## src/rtl/main_control_fsm.sv

```systemverilog
// Multicycle MIPS main controller: sequences fetch/decode/execute/memory/writeback and drives all datapath controls.
// Latency: outputs are Moore-decoded from state (PCEn also uses Zero combinationally); LW 5, SW/R/ADDI 4, BEQ/J 3, illegal 2 cycles.
// Backpressure: none; the controller advances every cycle and only pauses via reset.
module main_control_fsm #(
    parameter logic [5:0] OP_RTYPE = 6'b000000,
    parameter logic [5:0] OP_LW    = 6'b100011,
    parameter logic [5:0] OP_SW    = 6'b101011,
    parameter logic [5:0] OP_BEQ   = 6'b000100,
    parameter logic [5:0] OP_ADDI  = 6'b001000,
    parameter logic [5:0] OP_J     = 6'b000010
) (
    input  logic       clk,
    input  logic       reset,
    input  logic [5:0] Op,
    input  logic       Zero,
    output logic       IorD,
    output logic       MemWrite,
    output logic       IRWrite,
    output logic       RegDst,
    output logic       MemtoReg,
    output logic       RegWrite,
    output logic       ALUSrcA,
    output logic [1:0] ALUSrcB,
    output logic [1:0] ALUOp,
    output logic [1:0] PCSrc,
    output logic       PCEn,
    output logic       Illegal,
    output logic [3:0] State
);

    typedef enum logic [3:0] {
        FETCH   = 4'd0,
        DECODE  = 4'd1,
        MEMADR  = 4'd2,
        MEMRD   = 4'd3,
        MEMWB   = 4'd4,
        MEMWR   = 4'd5,
        RTYPEEX = 4'd6,
        RTYPEWB = 4'd7,
        BEQEX   = 4'd8,
        ADDIEX  = 4'd9,
        ADDIWB  = 4'd10,
        JEX     = 4'd11
    } state_t;

    typedef struct packed {
        logic       iord;
        logic       memwrite;
        logic       irwrite;
        logic       regdst;
        logic       memtoreg;
        logic       regwrite;
        logic       alusrca;
        logic [1:0] alusrcb;
        logic [1:0] aluop;
        logic [1:0] pcsrc;
        logic       pcwrite;
        logic       branch;
    } ctrl_t;

    state_t state;
    state_t state_nxt;
    ctrl_t  ctrl;
    logic   op_known;

    assign op_known = (Op == OP_LW) || (Op == OP_SW) || (Op == OP_RTYPE) ||
                      (Op == OP_BEQ) || (Op == OP_ADDI) || (Op == OP_J);

    always_ff @(posedge clk) begin
        if (reset) begin
            state <= FETCH;
        end else begin
            state <= state_nxt;
        end
    end

    always_comb begin
        state_nxt = FETCH;
        case (state)
            FETCH:   state_nxt = DECODE;
            DECODE: begin
                if ((Op == OP_LW) || (Op == OP_SW)) state_nxt = MEMADR;
                else if (Op == OP_RTYPE)            state_nxt = RTYPEEX;
                else if (Op == OP_BEQ)              state_nxt = BEQEX;
                else if (Op == OP_ADDI)             state_nxt = ADDIEX;
                else if (Op == OP_J)                state_nxt = JEX;
                else                                state_nxt = FETCH;
            end
            MEMADR:  state_nxt = (Op == OP_LW) ? MEMRD : MEMWR;
            MEMRD:   state_nxt = MEMWB;
            RTYPEEX: state_nxt = RTYPEWB;
            ADDIEX:  state_nxt = ADDIWB;
            default: state_nxt = FETCH;
        endcase
    end

    // Decode leaves one-bit fields at 0 unless named; DECODE precomputes the branch target into ALUOut.
    always_comb begin
        ctrl = '0;
        case (state)
            FETCH: begin
                ctrl.irwrite = 1'b1;
                ctrl.alusrcb = 2'b01;
                ctrl.pcwrite = 1'b1;
            end
            DECODE:  ctrl.alusrcb = 2'b11;
            MEMADR, ADDIEX: begin
                ctrl.alusrca = 1'b1;
                ctrl.alusrcb = 2'b10;
            end
            MEMRD:   ctrl.iord = 1'b1;
            MEMWB: begin
                ctrl.regwrite = 1'b1;
                ctrl.memtoreg = 1'b1;
            end
            MEMWR: begin
                ctrl.iord     = 1'b1;
                ctrl.memwrite = 1'b1;
            end
            RTYPEEX: begin
                ctrl.alusrca = 1'b1;
                ctrl.aluop   = 2'b10;
            end
            RTYPEWB: begin
                ctrl.regwrite = 1'b1;
                ctrl.regdst   = 1'b1;
            end
            BEQEX: begin
                ctrl.alusrca = 1'b1;
                ctrl.aluop   = 2'b01;
                ctrl.pcsrc   = 2'b01;
                ctrl.branch  = 1'b1;
            end
            ADDIWB:  ctrl.regwrite = 1'b1;
            JEX: begin
                ctrl.pcsrc   = 2'b10;
                ctrl.pcwrite = 1'b1;
            end
            default: ctrl = '0;
        endcase
    end

    // Reset silences every output, including the debug state view.
    always_comb begin
        IorD     = ~reset & ctrl.iord;
        MemWrite = ~reset & ctrl.memwrite;
        IRWrite  = ~reset & ctrl.irwrite;
        RegDst   = ~reset & ctrl.regdst;
        MemtoReg = ~reset & ctrl.memtoreg;
        RegWrite = ~reset & ctrl.regwrite;
        ALUSrcA  = ~reset & ctrl.alusrca;
        ALUSrcB  = reset ? 2'b00 : ctrl.alusrcb;
        ALUOp    = reset ? 2'b00 : ctrl.aluop;
        PCSrc    = reset ? 2'b00 : ctrl.pcsrc;
        PCEn     = ~reset & (ctrl.pcwrite | (ctrl.branch & Zero));
        Illegal  = ~reset & (state == DECODE) & ~op_known;
        State    = reset ? 4'd0 : state;
    end

endmodule
```

## config.mk

```make
export PLATFORM = sky130hd
export DESIGN_NAME = main_control_fsm
export DESIGN_NICKNAME = d
export VERILOG_FILES = /design/src/rtl/main_control_fsm.sv
export SDC_FILE = /design/constraint.sdc
export NUM_CORES = 1
export LEC_CHECK = 0
export ABC_AREA = 1
export CAP_MARGIN = 20
export CORE_MARGIN = 2
export CORE_UTILIZATION = 36
export CTS_CLUSTER_SIZE = 10
export DETAILED_ROUTE_END_ITERATION = 10
export PLACE_DENSITY = 0.75
export SLEW_MARGIN = 25
export SYNTH_ARGS = -nofsm -noshare
export SYNTH_HDL_FRONTEND = slang
export SYNTH_SLANG_ARGS = --single-unit
```

## constraint.sdc

```tcl
create_clock -name clk -period 1.5 [get_ports clk]
set_clock_uncertainty 0.1 [all_clocks]
set_input_delay 0.225 -clock clk [delete_from_list [all_inputs] [get_ports clk]]
set_output_delay 0.225 -clock clk [all_outputs]
set_load 0.02 [all_outputs]
```

==> impl_metrics.toml <==
[run_status]
outcome = "complete, but fails checks"
violations = "negative setup slack"

[routing]
drc = 0
via_count = 1086
wirelength_mm = 3.69
viasPerCell = 6.10
dr.first_iter.drc_count = 116
ant_nets = 0
first_pass_iters = 5
drt-wirelength-per-cell_um = 20.7

[clock_network]
cts_buffers = 3
numClockSinks = 4
cts-root-buf = "clkbuf_4"
ctsHtreeMaxLevel = 1
clk_pin_slew_ps = 50
cts_tree = "yes"
clockBufferDepth = 2
hold_buffers = 0
clk_latency_ps = 260

[job]
max_cap_viol_count = 0

[sta]
whs_ps = 449
worstMarginPinSlew_ps = 253
grt_setup_unrepaired = "true"
slew_headroom_pct = 83.1
fin_crit_sh_pct = 119
min_period_ps = 1780
max_freq_mhz = 562
finalSetupViolations = 17
tns_ps = -2750
hold_viol = 0
finalWorstSetupSlack_ps = -280
drv_slew = 0

[global_routing]
grt_start_max_net_pins = 9
antenna_found_initial = 0
grt_use_total_pct = 31.9
grt_pass1_wl_mm = 3.31
grt_pass1_vias = 835
grt_overflow = 0

[logic_synthesis]
ys_seq_area_share_pct = 16.2
synth_area_leader_cell = "nor2_1"
synthTopCellsByArea = "nor2_1, dfxtp_1, nand2_1"
yosys.cell_types.count = 16
synth_cells = 99
ys_warn_count = 0
avgSynthCellArea_um2 = 4.98
synth_seq_cells = 4
synth_area_um2 = 493
synth_nets = 108
synth_top_cell_area_share_pct = 22.1

[final_layout]
mostFrequentLayoutCells = "buf_4, nor2_1, nand2_1, buf_6, inv_1"
largest_register = "state"
nets = 174
layout.cells.most_common = "buf_4"
area_growth_pct = 151
nFillCells = 29
fin_cells = 178
antenna_cells = 0
layout-drive-gt1-share_pct = 62.6
reg_top3 = "state (4)"
largest_reg_flops = 4

[critical_path]
worstPathMaxFanout = 5
regToRegSetupSlack_ps = -110
cp_data_required_time_ps = 1170
crit_arrival_ps = 1450
start_kind = "register"
cp-end-kind = "output port"
criticalPathCategory = "reg -> out"

[die]
fp.dieArea_um2 = 1680
io_pins = 28
initial_core_util_pct = 38.4
coreArea_um2 = 1280
dieHeight_um = 41.0
die_w_um = 41.0
rows = 13

[power_and_ir_drop]
leakagePower_nw = 0.661
ir_drop_mv = 0.354
seqPwrFrac_pct = 23.1
clkPwrFrac_pct = 31.2
power_density_nw_per_um2 = 396
comb_power_share_pct = 45.6
p_int_w = 0.000297
power.switching_w = 0.000193
switching_share_pct = 39.3

[place]
gp_congestion = 0.826
dp_cells = 167
io_buffers = 27
dpl.hpwl_mm = 1.46

[min_path]
hp-class = "in -> reg"
power by group through the flow:
stage / logic (W) / clock network (W) / registers, W
5_1_grt: 0.000229 / 0.000171 / 0.000114
4_1_cts: 0.000176 / 0.000147 / 0.000115
2_1_floorplan: 0.0000732 / 0 / 0.000115
3_5_place_dp: 0.000168 / 0 / 0.000116
3_3_place_gp: 0.000165 / 0 / 0.000115
6_report: 0.000224 / 0.000153 / 0.000113
cells in the mapped netlist:
master	number
nor2_1	29
nand2_1	19
inv_1	12
nand3_1	12
dfxtp_1	4
inv_2	4
nand2_2	4
a21oi_1	3
nor2_2	3
a31oi_1	2
nor3_1	2
buf_1	1
buf_2	1
nor3_2	1
o211ai_1	1
o21ai_0	1
layout make-up:
| type | count | area (um^2) | share of cell area (%) |
|---|---|---|---|
| clock buffer | 3 | 22.5 | 1.82 |
| tap | 15 | 18.8 | 1.52 |
| timing repair buffer | 63 | 538 | 43.4 |
| sequential | 4 | 95.1 | 7.68 |
| multi-input combinational | 77 | 494 | 39.9 |
| inverter | 16 | 70.1 | 5.66 |
repair_timing:
item                       CTS  global route
setup buffers                5             5
gates cloned                 0             0
gates resized for setup    129            40
setup endpoints to repair   19            19
pin swaps                    8            12
worst max-delay path, cell delays in order, from the launching register on:
cell and delay (ps):
dfxtp_4 380, nor2_2 220, nand2_1 150, nor2_2 130
nor2_1 70, nand2_1 80, buf_4 150
metrics by stage:
stage | instance area, um^2 | setup slack [ps] | power, W | util, %
floorplan | 500 | 33.3 | 0.000188 | -
global placement | 991 | -583 | 0.000280 | 77.1
detailed placement | 991 | -641 | 0.000284 | 77.1
CTS | 1100 | -152 | 0.000439 | 86.0
global route | 1240 | -275 | 0.000513 | 96.4
finish | 1240 | -280 | 0.000490 | 96.4
worst paths after layout:
check                              start        to  cells after the start
worst min register to register  state[3]  state[2]                      5
worst min-delay path               reset  state[3]                      3
worst max register to register  state[0]  state[0]                     10
worst max-delay path            state[1]  RegWrite                      6
metal layers:
| metal | up-vias | wire length, um | global-route usage (%) |
|---|---|---|---|
| met5 | - | 0 | 0 |
| met4 | 0 | 356 | 24.2 |
| met3 | 49 | 500 | 9.24 |
| met2 | 131 | 1680 | 62.1 |
| met1 | 468 | 1150 | 25.8 |
| li1 | 438 | - | - |
cell families after synthesis:
logic type | after synthesis | synth area share [%]
flops | 4 | 16.2
simple gates | 70 | 61.7
compound gates | 7 | 8.12
buf+inv | 18 | 14.0
(Power assumes the default switching activity.)
